**config.mk**
```make
export PLATFORM = sky130hd
export DESIGN_NAME = bp_reset_sequencer
export DESIGN_NICKNAME = d
export VERILOG_FILES = /design/src/rtl/bp_reset_seq_pkg.sv /design/src/rtl/bp_async_sync_chain.sv /design/src/rtl/bp_reset_sequencer.sv
export SDC_FILE = /design/constraint.sdc
export NUM_CORES = 1
export LEC_CHECK = 0
export BUFFER_PORTS_ARGS = -buffer_cell sky130_fd_sc_hd__buf_2
export CAP_MARGIN = 10
export CORE_MARGIN = 2
export CORE_UTILIZATION = 40
export DETAILED_ROUTE_END_ITERATION = 12
export PLACE_DENSITY_LB_ADDON = 0.05
export SYNTH_ARGS = -nofsm -noshare
export SYNTH_HDL_FRONTEND = slang
export SYNTH_SLANG_ARGS = --single-unit
```
**constraint.sdc**
```tcl
create_clock -name clk_i -period 6.3 [get_ports clk_i]
set_input_delay 0.945 -clock clk_i [delete_from_list [all_inputs] [get_ports clk_i]]
set_output_delay 0.945 -clock clk_i [all_outputs]
set_load 0.01 [all_outputs]
```
**src/rtl/bp_reset_seq_pkg.sv**
```systemverilog
// Shared types and sizing helpers for the board reset sequencer.
// State encoding is exported on state_o, so values are fixed here.
package bp_reset_seq_pkg;

    typedef enum logic [2:0] {
        e_init  = 3'd0,
        e_pulse = 3'd1,
        e_hold  = 3'd2,
        e_wait  = 3'd3,
        e_run   = 3'd4,
        e_error = 3'd5
    } bp_reset_seq_state_e;

    function automatic int unsigned cnt_width_f(input int unsigned pulse,
                                                input int unsigned hold,
                                                input int unsigned stagger,
                                                input int unsigned timeout);
        int unsigned m;
        m = pulse;
        if (hold > m) m = hold;
        if (stagger > m) m = stagger;
        if (timeout > m) m = timeout;
        return $clog2(m) + 1;
    endfunction

endpackage

```
**src/rtl/bp_async_sync_chain.sv**
```systemverilog
// Multi-bit flop chain bringing asynchronous level signals into clk_i.
// Each bit is an independent level; no cross-bit coherency is implied.
module bp_async_sync_chain #(
    parameter int unsigned width_p       = 3,
    parameter int unsigned sync_stages_p = 2
) (
    input  logic               clk_i,
    input  logic               reset_n_i,
    input  logic [width_p-1:0] d_i,
    output logic [width_p-1:0] q_o
);

    logic [width_p-1:0] stage_q [sync_stages_p];
    logic [width_p-1:0] stage_d [sync_stages_p];

    always_comb begin
        stage_d[0] = d_i;
        for (int unsigned i = 1; i < sync_stages_p; i++) begin
            stage_d[i] = stage_q[i-1];
        end
    end

    always_ff @(posedge clk_i or negedge reset_n_i) begin
        if (!reset_n_i) begin
            for (int unsigned i = 0; i < sync_stages_p; i++) begin
                stage_q[i] <= '0;
            end
        end else begin
            stage_q <= stage_d;
        end
    end

    assign q_o = stage_q[sync_stages_p-1];

endmodule

```
**src/rtl/bp_reset_sequencer.sv**
```systemverilog
// Board reset sequencer: PLL reset pulse, global hold, then staggered
// per-domain release gated by each domain's synchronized ready.
module bp_reset_sequencer
    import bp_reset_seq_pkg::*;
#(
    parameter int unsigned num_domains_p    = 3,
    parameter int unsigned sync_stages_p    = 2,
    parameter int unsigned pulse_cycles_p   = 4,
    parameter int unsigned hold_cycles_p    = 16,
    parameter int unsigned stagger_cycles_p = 8,
    parameter int unsigned timeout_cycles_p = 1024
) (
    input  logic                     clk_i,
    input  logic                     reset_n_i,
    input  logic                     soft_reset_i,
    input  logic [num_domains_p-1:0] ready_i,
    output logic                     pll_reset_o,
    output logic [num_domains_p-1:0] reset_o,
    output logic                     done_o,
    output logic                     error_o,
    output logic [2:0]               state_o,
    output logic [(num_domains_p > 1 ? $clog2(num_domains_p) : 1)-1:0] domain_idx_o
);

    localparam int unsigned CntW = cnt_width_f(pulse_cycles_p, hold_cycles_p,
                                               stagger_cycles_p, timeout_cycles_p);
    localparam int unsigned IdxW = (num_domains_p > 1) ? $clog2(num_domains_p) : 1;
    // Timeout fires on the edge where the counter would reach timeout-1.
    localparam int unsigned TimeoutFireInt = (timeout_cycles_p >= 2) ? timeout_cycles_p - 2 : 0;

    localparam logic [CntW-1:0] PulseLast   = CntW'(pulse_cycles_p - 1);
    localparam logic [CntW-1:0] HoldLast    = CntW'(hold_cycles_p - 1);
    localparam logic [CntW-1:0] StaggerLast = CntW'(stagger_cycles_p - 1);
    localparam logic [CntW-1:0] TimeoutFire = CntW'(TimeoutFireInt);
    localparam logic [IdxW-1:0] LastIdx     = IdxW'(num_domains_p - 1);

    bp_reset_seq_state_e      state_q, state_d;
    logic [CntW-1:0]          cnt_q, cnt_d;
    logic [IdxW-1:0]          idx_q, idx_d;
    logic                     pll_q, pll_d;
    logic [num_domains_p-1:0] rst_q, rst_d;
    logic                     done_q, done_d;
    logic                     err_q, err_d;

    logic [num_domains_p-1:0] ready_sync;
    logic                     release_now;
    logic                     timeout_now;
    logic                     soft_now;

    bp_async_sync_chain #(
        .width_p      (num_domains_p),
        .sync_stages_p(sync_stages_p)
    ) u_ready_sync (
        .clk_i    (clk_i),
        .reset_n_i(reset_n_i),
        .d_i      (ready_i),
        .q_o      (ready_sync)
    );

    always_ff @(posedge clk_i or negedge reset_n_i) begin
        if (!reset_n_i) begin
            state_q <= e_init;
            cnt_q   <= '0;
            idx_q   <= '0;
            pll_q   <= 1'b0;
            rst_q   <= '1;
            done_q  <= 1'b0;
            err_q   <= 1'b0;
        end else begin
            state_q <= state_d;
            cnt_q   <= cnt_d;
            idx_q   <= idx_d;
            pll_q   <= pll_d;
            rst_q   <= rst_d;
            done_q  <= done_d;
            err_q   <= err_d;
        end
    end

    always_comb begin
        state_d     = state_q;
        release_now = 1'b0;
        timeout_now = 1'b0;
        soft_now    = soft_reset_i && (state_q != e_init);
        unique case (state_q)
            e_init:  state_d = e_pulse;
            e_pulse: if (cnt_q == PulseLast) state_d = e_hold;
            e_hold:  if (cnt_q == HoldLast) state_d = e_wait;
            e_wait: begin
                if ((cnt_q >= StaggerLast) && ready_sync[idx_q]) begin
                    release_now = 1'b1;
                    if (idx_q == LastIdx) state_d = e_run;
                end else if ((timeout_cycles_p != 0) && (cnt_q >= TimeoutFire)) begin
                    timeout_now = 1'b1;
                    state_d     = e_error;
                end
            end
            e_run, e_error: state_d = state_q;
            default: state_d = e_init;
        endcase
        if (soft_now) state_d = e_pulse;
    end

    always_comb begin
        cnt_d  = (cnt_q == '1) ? cnt_q : cnt_q + 1'b1;
        idx_d  = idx_q;
        rst_d  = rst_q;
        done_d = done_q;
        err_d  = err_q;
        pll_d  = (state_d == e_pulse);
        if (state_d != state_q) cnt_d = '0;
        if (state_q == e_hold && state_d == e_wait) idx_d = '0;
        if (release_now) begin
            cnt_d        = '0;
            rst_d[idx_q] = 1'b0;
            if (idx_q != LastIdx) idx_d = idx_q + 1'b1;
            if (idx_q == LastIdx) done_d = 1'b1;
        end
        if (timeout_now) err_d = 1'b1;
        // Soft restart overrides any same-cycle release or timeout.
        if (soft_now) begin
            cnt_d  = '0;
            idx_d  = '0;
            rst_d  = '1;
            done_d = 1'b0;
            err_d  = 1'b0;
        end
    end

    assign pll_reset_o  = pll_q;
    assign reset_o      = rst_q;
    assign done_o       = done_q;
    assign error_o      = err_q;
    assign state_o      = state_q;
    assign domain_idx_o = idx_q;

endmodule

```
==> results.json, run 1 <==
{
  "run_status": "finished clean",
  "synth_top_family_by_area": "simple AND/OR/NAND/NOR gates",
  "clock.fmax_ghz": 0.3628,
  "clk_path_buf_depth": 2,
  "cp_slowest_stage_delay_ps": 670,
  "synth_fa_ha_area_share_pct": 1.711,
  "slew_violations": 0,
  "synth.most_common_cell": "dfrtp_1",
  "cts_setup_buffers": 0,
  "cts_made_buffers": 3,
  "timing.final.crit_period_ps": 2756,
  "yosysTopAreaCell": "dfrtp_1",
  "hpwl_um": 2061,
  "grt_pass1_wl_um": 4836,
  "crit_fanout": 11,
  "gr-total-overflow": 0,
  "postPlaceCellArea_sq_mm": 0.001564,
  "synthSimpleGateAreaFrac_pct": 23.27,
  "skew_ps": 4.741,
  "cts_root_buf": "clkbuf_4",
  "cpLargestDelayFamily": "compound AO/OA/AOI/OAI gates",
  "first_pass_iters": 4,
  "cts.repair.resized": 0,
  "yosysSeqAreaShare_pct": 48.16,
  "h-tree-depth": 1,
  "rsz0062_at_grt": "false",
  "fillers": 333,
  "pre_cts_ws_ps": 3611,
  "sw_frac_of_total_pct": 31.44,
  "coreArea_sq_mm": 0.003416,
  "maxCapViolCount": 0,
  "worst_slew_pin_slew_ps": 1178,
  "synth-warning-count": 0,
  "cp_num_cells": 5,
  "grt_max_degree": 29,
  "rr_startpoint": "cnt_q[7]",
  "cp_slowest_cell": "or4_1",
  "synth_edf_count": 0,
  "ys_seq_elements": 28,
  "via_per_inst": 5.596,
  "yosys.area_share.xor_xnor_pct": 4.192,
  "buffer_ports.inserted": 16,
  "vias": 1108,
  "clk_pin_slew_worst_paths_ps": 150,
  "die_h_um": 64.47,
  "pwr_density_cell_mw_per_mm2": 264.2,
  "arrival_ps": 2990,
  "min_path_type": "flop to flop",
  "avgSynthCellArea_sq_um": 10.52,
  "p_switching_uw": 134.3,
  "place_congestion": 0.8139,
  "pwr-share-comb_pct": 22.4,
  "synth_common_cells": "dfrtp_1, nor3_2, a21oi_1, nor2_1",
  "cp.buffers_inverters": 0,
  "synth-compound-area-share_pct": 18.22,
  "cts.sinks": 28,
  "tns_ps": 0,
  "layout.nets": 161,
  "peakVddDrop_mv": 0.09729,
  "fin_crit_sh_pct": 43.75,
  "ant_nets": 0,
  "r2r_setup_slack_ps": 3540,
  "rows": 21,
  "fin_cells": 198,
  "drive_above_1_share_pct": 25.66,
  "route.detailed.drc": 0,
  "required_ps": 6540,
  "routed_wl_um": 2880,
  "antenna_found_initial": 0,
  "synthMuxAreaShare_pct": 0.6843,
  "antenna_cells": 0,
  "syn-instance-count": 139,
  "grt_pass1_vias": 1019,
  "fin_ws_ps": 3544,
  "crit_chain": "or4_1 -> a2111o_1 -> a211oi_2 -> o21ai_1 -> nor4_1",
  "wl_per_cell_um": 14.55,
  "syn_area_sq_mm": 0.001463,
  "seq_power_share_pct": 49.9,
  "synthTopCellsByArea": "dfrtp_1, nor3_2, dfstp_2",
  "p_leak_uw": 0.0006831,
  "synth_nets": 147,
  "critical_path_class": "flop to flop",
  "fp.dieArea_sq_mm": 0.004156,
  "pin_count": 17,
  "synth_top_area_share_pct": 42.77,
  "async_reset_ff_share_pct": 100.0,
  "ys.flop_type": "dfrtp_1",
  "p_int_uw": 292.8,
  "power.clock.fraction_pct": 27.7,
  "startpoint": "cnt_q[7]",
  "r2r_cells": 5,
  "cts_hold_buf": 0,
  "crit_end": "cnt_q[2]",
  "hold_violations": 0,
  "synth_cell_type_count": 48,
  "r2r_end": "cnt_q[2]",
  "drtIter0Drc": 84,
  "start_util_pct": 42.82,
  "postLayoutCellArea_sq_mm": 0.001617,
  "worstSetupEndpointType": "flop",
  "cts_tree": "done",
  "start_kind": "flop",
  "insertion_delay_ps": 330,
  "relSlewSlack_pct": 20.96,
  "setup_viol": 0,
  "die_x_um": 64.47,
  "grt_use_total_pct": 14.59,
  "syn_to_final_growth_pct": 10.52,
  "place_inst": 194
}
-- through the flow --
stage                     util [%]  power (uW)  hold slack, ps
after floorplan                  -       287.0           331.2
after detailed placement     45.79       311.0           339.7
after CTS                    47.33       431.8           375.4
after global routing         47.33       456.3           380.1
after global placement       45.79       309.9           334.3
final                        47.33       427.2           371.7
-- area by class of cell --
class | count | area [sq um] | area share, %
Clock buffer | 3 | 22.52 | 1.393
Timing Repair Buffer | 16 | 80.08 | 4.954
Multi-Input combinational cell | 99 | 703.2 | 43.50
Inverter | 5 | 18.77 | 1.161
Tap cell | 46 | 57.56 | 3.560
Sequential cell | 28 | 704.4 | 43.58
Clock inverter | 1 | 30.03 | 1.858
-- power by group through the flow --
stage / sequential, uW / combinational [uW] / clock, uW
2_1_floorplan: 212 / 75.2 / 0
3_3_place_gp: 215 / 94.7 / 0
3_5_place_dp: 216 / 95.2 / 0
4_1_cts: 212 / 95.9 / 124
5_1_grt: 215 / 109 / 132
6_report: 213 / 95.9 / 118
-- cells by family (layout without fill, tap and decap cells) --
| family | after synthesis | after routing |
|---|---|---|
| buffers and inverters | 12 | 25 |
| muxes | 1 | 1 |
| AOI/OAI and AO/OA | 36 | 36 |
| DFF | 28 | 28 |
| and+or+nand+nor | 53 | 53 |
| adders and majority gates | 2 | 2 |
| xor gates and xnor gates | 7 | 7 |
-- registers in the layout (all words and copies together), names as in the netlist --
signal	count
u_ready_sync.q_o	3
u_ready_sync.stage_d	3
state_o	3
error_o	1
reset_o	3
pll_reset_o	1
done_o	1
cnt_q	11
domain_idx_o	2
-- layer usage --
layer | up-vias | share of wire (%) | global-route usage (%)
li1 | 543 | - | -
met1 | 547 | 53 | 21.14
met2 | 16 | 44 | 22.66
met3 | 2 | 2.7 | 1.910
met4 | 0 | 0.80 | 4.787
met5 | - | 0 | 0
-- worst min path at each step --
| stage | startpoint | endpoint | slack, ps | cells past startpoint |
|---|---|---|---|---|
| 3_3_place_gp | u_ready_sync.stage_d[1] | u_ready_sync.q_o[1] | 330 | 0 |
| 3_5_place_dp | u_ready_sync.stage_d[0] | u_ready_sync.q_o[0] | 340 | 0 |
| 6_report | u_ready_sync.stage_d[0] | u_ready_sync.q_o[0] | 370 | 0 |
| 4_1_cts | u_ready_sync.stage_d[0] | u_ready_sync.q_o[0] | 380 | 0 |
| 5_1_grt | u_ready_sync.stage_d[0] | u_ready_sync.q_o[0] | 380 | 0 |
| 2_1_floorplan | u_ready_sync.stage_d[0] | u_ready_sync.q_o[0] | 330 | 0 |
-- cell usage in the layout, fill, tap and decap left out, drive strengths merged, types with 3 or more instances in the layout --
master and n:
dfrtp 25, buf 16, nor3 13, a21oi 8, nor2 7, nand2 5
inv 5, nand3 5, xnor2 5, a21o 4, nor4 4, o21ai 4
nor2b 3, a31oi 3, and3 3, clkbuf 3, dfstp 3
Power figures use the tool's default switching activity.
==> run 2: changes to the inputs <==
- ABC_AREA: not set -> 1
- clock period: 6.3 -> 2.45 ns (I/O delays scaled with it)
==> results.json, run 2 <==
{
  "buffer_ports.inserted": 16,
  "synth_edf_count": 0,
  "rows": 23,
  "rsz0062_at_grt": "false",
  "start_kind": "flop",
  "drtIter0Drc": 80,
  "pwr_density_cell_mw_per_mm2": 733.3,
  "hold_violations": 0,
  "postPlaceCellArea_sq_mm": 0.001729,
  "p_total_uw": 1320,
  "relSlewSlack_pct": 52.83,
  "start_util_pct": 41.10,
  "clk_path_buf_depth": 2,
  "cts.repair.resized": 0,
  "grt_pass1_vias": 1177,
  "die_x_um": 67.65,
  "pre_cts_ws_ps": 311.5,
  "crit_fanout": 11,
  "avgSynthCellArea_sq_um": 8.573,
  "grt_pass1_wl_um": 5478,
  "setup_viol": 0,
  "synth_top_area_share_pct": 38.61,
  "h-tree-depth": 1,
  "layout_commonest_cell": "nand2_1",
  "die_h_um": 67.65,
  "cts.sinks": 28,
  "cts_hold_buf": 0,
  "slew_violations": 0,
  "fin_crit_sh_pct": 87.14,
  "syn-instance-count": 189,
  "vias": 1223,
  "synth-warning-count": 0,
  "regMostFlops": "cnt_q",
  "yosysTopAreaCell": "dfrtp_1",
  "tns_ps": 0,
  "place_inst": 252,
  "yosysSeqAreaShare_pct": 43.47,
  "synth_nets": 197,
  "arrival_ps": 2270,
  "layout.nets": 215,
  "ys.flop_type": "dfrtp_1",
  "run_status": "finished clean",
  "peakVddDrop_mv": 0.3064,
  "synth_common_cells": "nand2_1, dfrtp_1, inv_1",
  "wl_per_cell_um": 11.93,
  "first_pass_iters": 4,
  "routed_wl_um": 3054,
  "min_path_type": "input pin to asynchronous set/reset pin",
  "skew_ps": 8.065,
  "syn_to_final_growth_pct": 11.12,
  "critical_path_class": "flop to flop",
  "synth.most_common_cell": "nand2_1",
  "ys_seq_elements": 28,
  "cts_root_buf": "clkbuf_8",
  "postLayoutCellArea_sq_mm": 0.001800,
  "hpwl_um": 2262,
  "drive_above_1_share_pct": 28.64,
  "coreArea_sq_mm": 0.003943,
  "antenna_found_initial": 0,
  "cts_made_buffers": 3,
  "worst_slew_pin_slew_ps": 707.5,
  "mostFrequentLayoutCells": "nand2_1, inv_1, dfrtp_1",
  "route.detailed.drc": 0,
  "place_congestion": 0.8029,
  "insertion_delay_ps": 280,
  "fin_cells": 256,
  "worstSetupEndpointType": "flop",
  "grt_max_degree": 29,
  "largest_reg_flops": 11,
  "maxCapViolCount": 0,
  "grt_use_total_pct": 15.91,
  "synth_cell_type_count": 29,
  "clock.fmax_ghz": 0.4684,
  "fin_ws_ps": 315.0,
  "pin_count": 17,
  "ant_nets": 0,
  "cts_tree": "done",
  "via_per_inst": 4.777,
  "clk_pin_slew_worst_paths_ps": 90,
  "synthTopCellsByArea": "dfrtp_1, nand2_1, nor3_2",
  "required_ps": 2580,
  "timing.final.crit_period_ps": 2135,
  "p_leak_uw": 0.0008607,
  "gr-total-overflow": 0,
  "antenna_cells": 0,
  "cts_setup_buffers": 0,
  "syn_area_sq_mm": 0.001620,
  "async_reset_ff_share_pct": 100.0,
  "fp.dieArea_sq_mm": 0.004576
}
run 2: cell types whose count changed after synthesis, sizes merged, moves of 3 or more:
cell,change
clkbuf,-4
nand3,+13
a21oi,-3
nor2,+18
nor2b,-3
nand4,+4
xnor2,-4
inv,+24
a21o,-4
and3,-3
nor4,-4
xor2,+3
nand2,+42
run 2: final cells by class:
class / instances / area [sq um]
repair buffers: 16 / 80.08
flip-flops and latches: 28 / 704.4
well taps: 50 / 62.56
clock buffers: 3 / 41.29
clock inverters: 1 / 30.03
fillers: 374 / 2142
inverters: 29 / 108.9
multi-input cells: 129 / 773.2
run 2: path summary, 6_finish.rpt:
path / start / end / slack (ps) / cells after the start
min reg2reg: u_ready_sync.stage_d[0] / u_ready_sync.q_o[0] / 360 / 0
max in group asynchronous: reset_n_i / cnt_q[1] / 1940 / 1
max reg2reg: cnt_q[1] / cnt_q[8] / 310 / 10
min in group clk_i: ready_i[2] / u_ready_sync.stage_d[2] / 190 / 1
max: cnt_q[1] / cnt_q[8] / 310 / 10
min: reset_n_i / cnt_q[7] / 100 / 1
run 2: layer usage:
layer	vias up	wire length, um	global-route usage [%]
li1	631	-	-
met1	570	1568	22.60
met2	20	1369	24.63
met3	2	97	2.500
met4	0	19	5.102
met5	-	0	0
run 2: where the power goes:
| group | switching, uW | leakage [uW] | total, uW | internal, uW |
|---|---|---|---|---|
| registers | 30.7 | 0.000355 | 534 | 503 |
| clock network | 149 | 0.0000357 | 367 | 219 |
| logic | 294 | 0.000470 | 419 | 124 |
run 2: critical path: stages (launching register included):
cell and delay [ps]:
dfrtp_1 420, ha_1 210, nand2_1 110, nand2_1 100
nor2_2 50, nand2_4 100, nand3_1 90, nand2_1 110
nand3_2 130, o21ai_2 580, nor3_1 100
run 2: kinds of logic (layout without fill, tap and decap cells):
group / after synthesis / in the layout / share of synthesized area, %
and+or+nand+nor: 110 / 110 / 39.07
buffers and inverters: 32 / 49 / 8.803
DFF: 28 / 28 / 43.48
AOI/OAI and AO/OA: 11 / 11 / 3.861
xor gates and xnor gates: 6 / 6 / 3.243
adders and majority gates: 2 / 2 / 1.544
run 2: through the flow:
stage | util, % | hold slack, ps
final | 45.67 | 102.0
after global routing | 45.67 | 132.7
after CTS | 45.67 | 120.6
after detailed placement | 43.86 | 334.7
after global placement | 43.86 | 333.2
after floorplan | - | 71.91
